`src/rtl/nn_pkg.sv`:
```
// rtl/nn_pkg.sv - shared constants and loader state type for the nn image loader
package nn_pkg;

    localparam int IMG_W   = 28;
    localparam int NUM_PIX = IMG_W * IMG_W;
    localparam int PRED_W  = 5;

    typedef enum logic [1:0] {
        ST_LOAD   = 2'd0,
        ST_SETTLE = 2'd1,
        ST_DONE   = 2'd2
    } loader_state_t;

endpackage

```
`src/rtl/settle_timer.sv`:
```
// rtl/settle_timer.sv - loadable down counter with a zero flag
module settle_timer #(
    parameter int W = 4
) (
    input  logic         clk,
    input  logic         reset,
    input  logic         load,
    input  logic [W-1:0] load_val,
    input  logic         en,
    output logic         done
);

    logic [W-1:0] cnt_q, cnt_d;

    always_comb begin
        cnt_d = cnt_q;
        if (load) begin
            cnt_d = load_val;
        end else if (en && (cnt_q != '0)) begin
            cnt_d = cnt_q - 1'b1;
        end
    end

    always_ff @(posedge clk) begin
        if (reset) begin
            cnt_q <= '0;
        end else begin
            cnt_q <= cnt_d;
        end
    end

    assign done = (cnt_q == '0);

endmodule

```
`src/rtl/nn_image_loader.sv`:
```
// rtl/nn_image_loader.sv - collects a pixel stream into an image vector and samples the nn prediction
module nn_image_loader #(
    parameter int NUM_PIX       = nn_pkg::NUM_PIX,
    parameter int SETTLE_CYCLES = 16
) (
    input  logic                      Clk,
    input  logic                      Reset,
    input  logic                      pix_valid,
    output logic                      pix_ready,
    input  logic                      pix_data,
    input  logic                      pix_last,
    output logic                      data [NUM_PIX-1:0],
    input  logic [nn_pkg::PRED_W-1:0] nn_prediction,
    output logic [nn_pkg::PRED_W-1:0] result,
    output logic                      result_valid,
    input  logic                      result_ack,
    output logic                      frame_err
);
    import nn_pkg::*;

    localparam int CNT_W = 10;
    localparam int TW    = (SETTLE_CYCLES > 1) ? $clog2(SETTLE_CYCLES) : 1;

    loader_state_t      state_q, state_d;
    logic [CNT_W-1:0]   cnt_q, cnt_d;
    logic [NUM_PIX-1:0] data_q, data_d;
    logic [PRED_W-1:0]  result_q, result_d;
    logic               rv_q, rv_d;
    logic               ferr_q, ferr_d;
    logic               tmr_load, tmr_en, tmr_done;
    logic               at_end;

    settle_timer #(.W(TW)) u_settle_timer (
        .clk      (Clk),
        .reset    (Reset),
        .load     (tmr_load),
        .load_val (TW'(SETTLE_CYCLES - 1)),
        .en       (tmr_en),
        .done     (tmr_done)
    );

    assign at_end = (cnt_q == CNT_W'(NUM_PIX - 1));

    always_comb begin
        state_d  = state_q;
        cnt_d    = cnt_q;
        data_d   = data_q;
        result_d = result_q;
        rv_d     = rv_q;
        ferr_d   = 1'b0;
        tmr_load = 1'b0;
        tmr_en   = 1'b0;
        case (state_q)
            ST_LOAD: begin
                if (pix_valid) begin
                    data_d[cnt_q] = pix_data;
                    if (at_end && pix_last) begin
                        cnt_d    = '0;
                        tmr_load = 1'b1;
                        state_d  = ST_SETTLE;
                    end else if (at_end || pix_last) begin
                        // Misframed beat: restart the frame but keep bits already written
                        ferr_d = 1'b1;
                        cnt_d  = '0;
                    end else begin
                        cnt_d = cnt_q + 1'b1;
                    end
                end
            end
            ST_SETTLE: begin
                if (tmr_done) begin
                    result_d = nn_prediction;
                    rv_d     = 1'b1;
                    state_d  = ST_DONE;
                end else begin
                    tmr_en = 1'b1;
                end
            end
            ST_DONE: begin
                if (result_ack) begin
                    rv_d    = 1'b0;
                    cnt_d   = '0;
                    state_d = ST_LOAD;
                end
            end
            default: state_d = ST_LOAD;
        endcase
    end

    always_ff @(posedge Clk) begin
        if (Reset) begin
            state_q  <= ST_LOAD;
            cnt_q    <= '0;
            data_q   <= '0;
            result_q <= '0;
            rv_q     <= 1'b0;
            ferr_q   <= 1'b0;
        end else begin
            state_q  <= state_d;
            cnt_q    <= cnt_d;
            data_q   <= data_d;
            result_q <= result_d;
            rv_q     <= rv_d;
            ferr_q   <= ferr_d;
        end
    end

    for (genvar i = 0; i < NUM_PIX; i++) begin : g_data
        assign data[i] = data_q[i];
    end

    assign pix_ready    = (state_q == ST_LOAD) && !Reset;
    assign result       = result_q;
    assign result_valid = rv_q;
    assign frame_err    = ferr_q;

endmodule

```
`config.mk`:
```
export PLATFORM = sky130hd
export DESIGN_NAME = nn_image_loader
export DESIGN_NICKNAME = d
export VERILOG_FILES = /design/src/rtl/nn_pkg.sv /design/src/rtl/settle_timer.sv /design/src/rtl/nn_image_loader.sv
export SDC_FILE = /design/constraint.sdc
export NUM_CORES = 2
export LEC_CHECK = 0
export CAP_MARGIN = 20
export CORE_AREA = 2 2 315 317
export CTS_CLUSTER_DIAMETER = 30
export DETAILED_ROUTE_END_ITERATION = 12
export DIE_AREA = 0 0 317 319
export PLACE_DENSITY = 0.59
export SLEW_MARGIN = 20
export SYNTH_ARGS = -nofsm -noshare
export SYNTH_HDL_FRONTEND = slang
export SYNTH_HIERARCHICAL = 1
export SYNTH_SLANG_ARGS = --single-unit
export TNS_END_PERCENT = 10
```
`constraint.sdc`:
```
create_clock -name Clk -period 5.8 [get_ports Clk]
set_clock_uncertainty 0.1 [all_clocks]
set_input_delay 1.45 -clock Clk [delete_from_list [all_inputs] [get_ports Clk]]
set_output_delay 1.45 -clock Clk [all_outputs]
set_load 0.02 [all_outputs]
```
==> results.py <==
metrics = {
    "min_path": {
        "hp-class": "flop to flop",
        "worst_hold_path.num_cells": 2,
    },
    "placed_design": {
        "dp_slack_ps": 1402,
        "numPortBuffers": 802,
        "place_congestion": 0.8134,
        "dp_hpwl_mm": 104.1,
        "placed_area_um2": 40810,
        "dpl.cell_count": 5650,
    },
    "worst_setup_path": {
        "start_kind": "input port",
        "crit_path_top_delay_cell": "clkdlybuf4s50_1",
        "cp_num_cells": 3,
        "critPathBufInv": 2,
        "slowest_delay_ps": 560,
        "crit_family": "buffers and inverters",
        "required_ps": 4250,
        "worstSetupEndpointType": "output port",
        "crit_arrival_ps": 2630,
        "crit_chain": "buf_8, nor3_1, clkdlybuf4s50_1",
        "critical_path_peak_fanout": 96,
        "critPathKind": "input port to output port",
        "reg2regPathDepth": 6,
    },
    "floorplan": {
        "dieHeight_um": 319,
        "initial_utilization_pct": 32.70,
        "core_area_um2": 97700,
        "die_w_um": 317,
        "rows": 115,
        "dieArea_um2": 101100,
        "num_io_pins": 803,
    },
    "cells_and_area": {
        "seq_area_um2": 16160,
        "design_area_um2": 46900,
        "multi_input_area_um2": 14130,
        "area_growth_pct": 46.79,
        "layout.cells.non_filler": 5976,
        "nFillCells": 9353,
        "nets": 4557,
        "final_common_cell": "dfxtp_1",
        "layout_common_cells": "807 x dfxtp_1, 800 x clkdlybuf4s50_1, 793 x nand3_1",
        "layout-drive-gt1-share_pct": 10.29,
    },
    "clock_network": {
        "cts.clk_slew.worst_paths_ps": 40,
        "cts_buffers": 176,
        "insertion_delay_ps": 760,
        "htreeDepth": 4,
        "cts_resized": 0,
        "cts_tree": "yes",
        "hold_buffers": 0,
        "clock-sinks": 807,
        "clk_path_buf_depth": 3,
        "clockRootBuffer": "clkbuf_16",
        "cts_setup_buffers": 0,
    },
    "sta": {
        "setup_viol": 0,
        "relSlewSlack_pct": 16.31,
        "finalWorstSetupSlack_ps": 1622,
        "slew_viol_final": 0,
        "fin_crit_ps": 4178,
        "fmaxAchievable_ghz": 0.2393,
        "timing.final.crit_share_pct": 72.04,
        "tightest_slew_ps": 1255,
        "grt_setup_unrepaired": "false",
        "setup-tns-final_ps": 0,
        "hold_viol": 0,
    },
    "synthesis": {
        "netlist.area_leader.share_pct": 50.56,
        "synthesis.instances": 3961,
        "syn_avg_cell_area_um2": 8.067,
        "synth_cell_types": 60,
        "syn-cell-area_um2": 31950,
        "synth_edf_count": 0,
        "synth.area.top_cells": "dfxtp_1 51%, nand3_1 12%, a21oi_1 12%",
        "yosys.area.top_type": "dfxtp_1",
        "ys_seq_area_share_pct": 50.56,
        "synthArstFlopShare_pct": 0,
        "ys_ff_latch": 807,
        "ys.flop_type": "dfxtp_1",
        "yosys_warnings": 6,
    },
    "route": {
        "via_per_inst": 5.887,
        "ant_nets": 0,
        "drtPass1Iterations": 5,
        "vias": 35178,
        "routed_wl_mm": 168.9,
        "wl_per_cell_um": 28.27,
        "drc": 0,
        "dr.first_iter.drc_count": 4676,
    },
    "power": {
        "swShare_pct": 22.45,
        "power_density_nw_per_um2": 342.2,
        "clkPwrFrac_pct": 63.5,
        "power.total_mw": 16.05,
        "peakVddDrop_mv": 0.2458,
        "power_frac_seq_pct": 34.7,
        "p_switching_mw": 3.603,
        "p_comb_share_pct": 1.8,
        "power.leakage_nw": 14.77,
        "p_int_mw": 12.45,
    },
    "global_route": {
        "grt_antenna_before_repair": 9,
        "grt_pass1_vias": 32558,
        "grt_pass1_wl_mm": 236.0,
        "grt.overflow.total": 0,
        "grt_max_degree": 212,
        "grtUsageTotal_pct": 31.79,
    },
    "run_status": {
        "outcome": "finished, final reports clean",
    },
    "flow_run": {
        "drv_cap": 0,
    },
}
routing by layer:
metal | vias to the layer above | track usage [%] | routed length [µm]
met4 | 2 | 14.58 | 7914
li1 | 15381 | - | -
met3 | 389 | 9.286 | 17880
met2 | 2165 | 50.17 | 77150
met1 | 17241 | 39.76 | 65960
met5 | - | 0 | 12
area by class of cell:
type	instances	share of cell area (%)
diodes	3	0.01601
inverters	7	0.05602
clock buffers	238	10.70
flip-flops and latches	807	34.44
multi-input cells	2656	30.13
well taps	1287	3.433
repair buffers	893	18.95
clock inverters	85	2.273
worst reg2reg max path, stage by stage (launching register included):
cell,delay (ps)
dfxtp_1,840
buf_4,480
nand4b_1,310
nor3_1,790
and3_1,380
nor3_1,90
a311o_1,370
power by group through the flow:
stage	logic, mW	clock network, mW	registers [mW]
floorplan	0.185	0	5.67
global placement	0.283	0	5.67
detailed placement	0.282	0	5.67
CTS	0.282	10.2	5.56
global route	0.301	10.6	5.56
finish	0.291	10.2	5.56
worst paths after layout:
| path | startpoint | end | slack, ps |
|---|---|---|---|
| worst max-delay path | Reset | pix_ready | 1620 |
| worst min-delay path | result_valid | result_valid | 360 |
| worst max register to register | cnt_q[2] | u_settle_timer/cnt_q[1] | 2330 |
| worst min register to register | result_valid | result_valid | 360 |
flip-flops by register name, summed over array words and instances (netlist names):
signal / flops
data: 784
cnt_q: 10
result: 5
u_settle_timer/cnt_q: 4
state_q: 2
frame_err: 1
result_valid: 1
kinds of logic after synthesis:
logic type / after synthesis / synth area share (%)
AOI/OAI and AO/OA: 1588 / 25.13
xor gates and xnor gates: 6 / 0.1645
adders and majority gates: 5 / 0.1958
buffers and inverters: 501 / 6.426
DFF: 807 / 50.56
muxes: 7 / 0.2193
other: 1 / 0.01174
and+or+nand+nor: 1046 / 17.29
cells in the mapped netlist, types with 9 or more instances:
cell	number
nor4bb_1	9
nand2_1	60
nand4b_1	13
nor3_1	9
dfxtp_1	807
nor2_1	63
a21oi_1	788
nand3_1	794
buf_2	83
nand4bb_1	12
clkbuf_1	391
and4b_1	12
buf_4	9
nor2_2	12
o21ai_0	784
stage by stage:
| stage | hold WS (ps) | utilization, % |
|---|---|---|
| after floorplan | 384.4 | - |
| after CTS | 355.7 | 48.00 |
| after global routing | 385.0 | 48.00 |
| after detailed placement | 348.7 | 41.77 |
| after global placement | 347.6 | 41.67 |
| final | 358.1 | 48.01 |
Power figures use the tool's default switching activity.
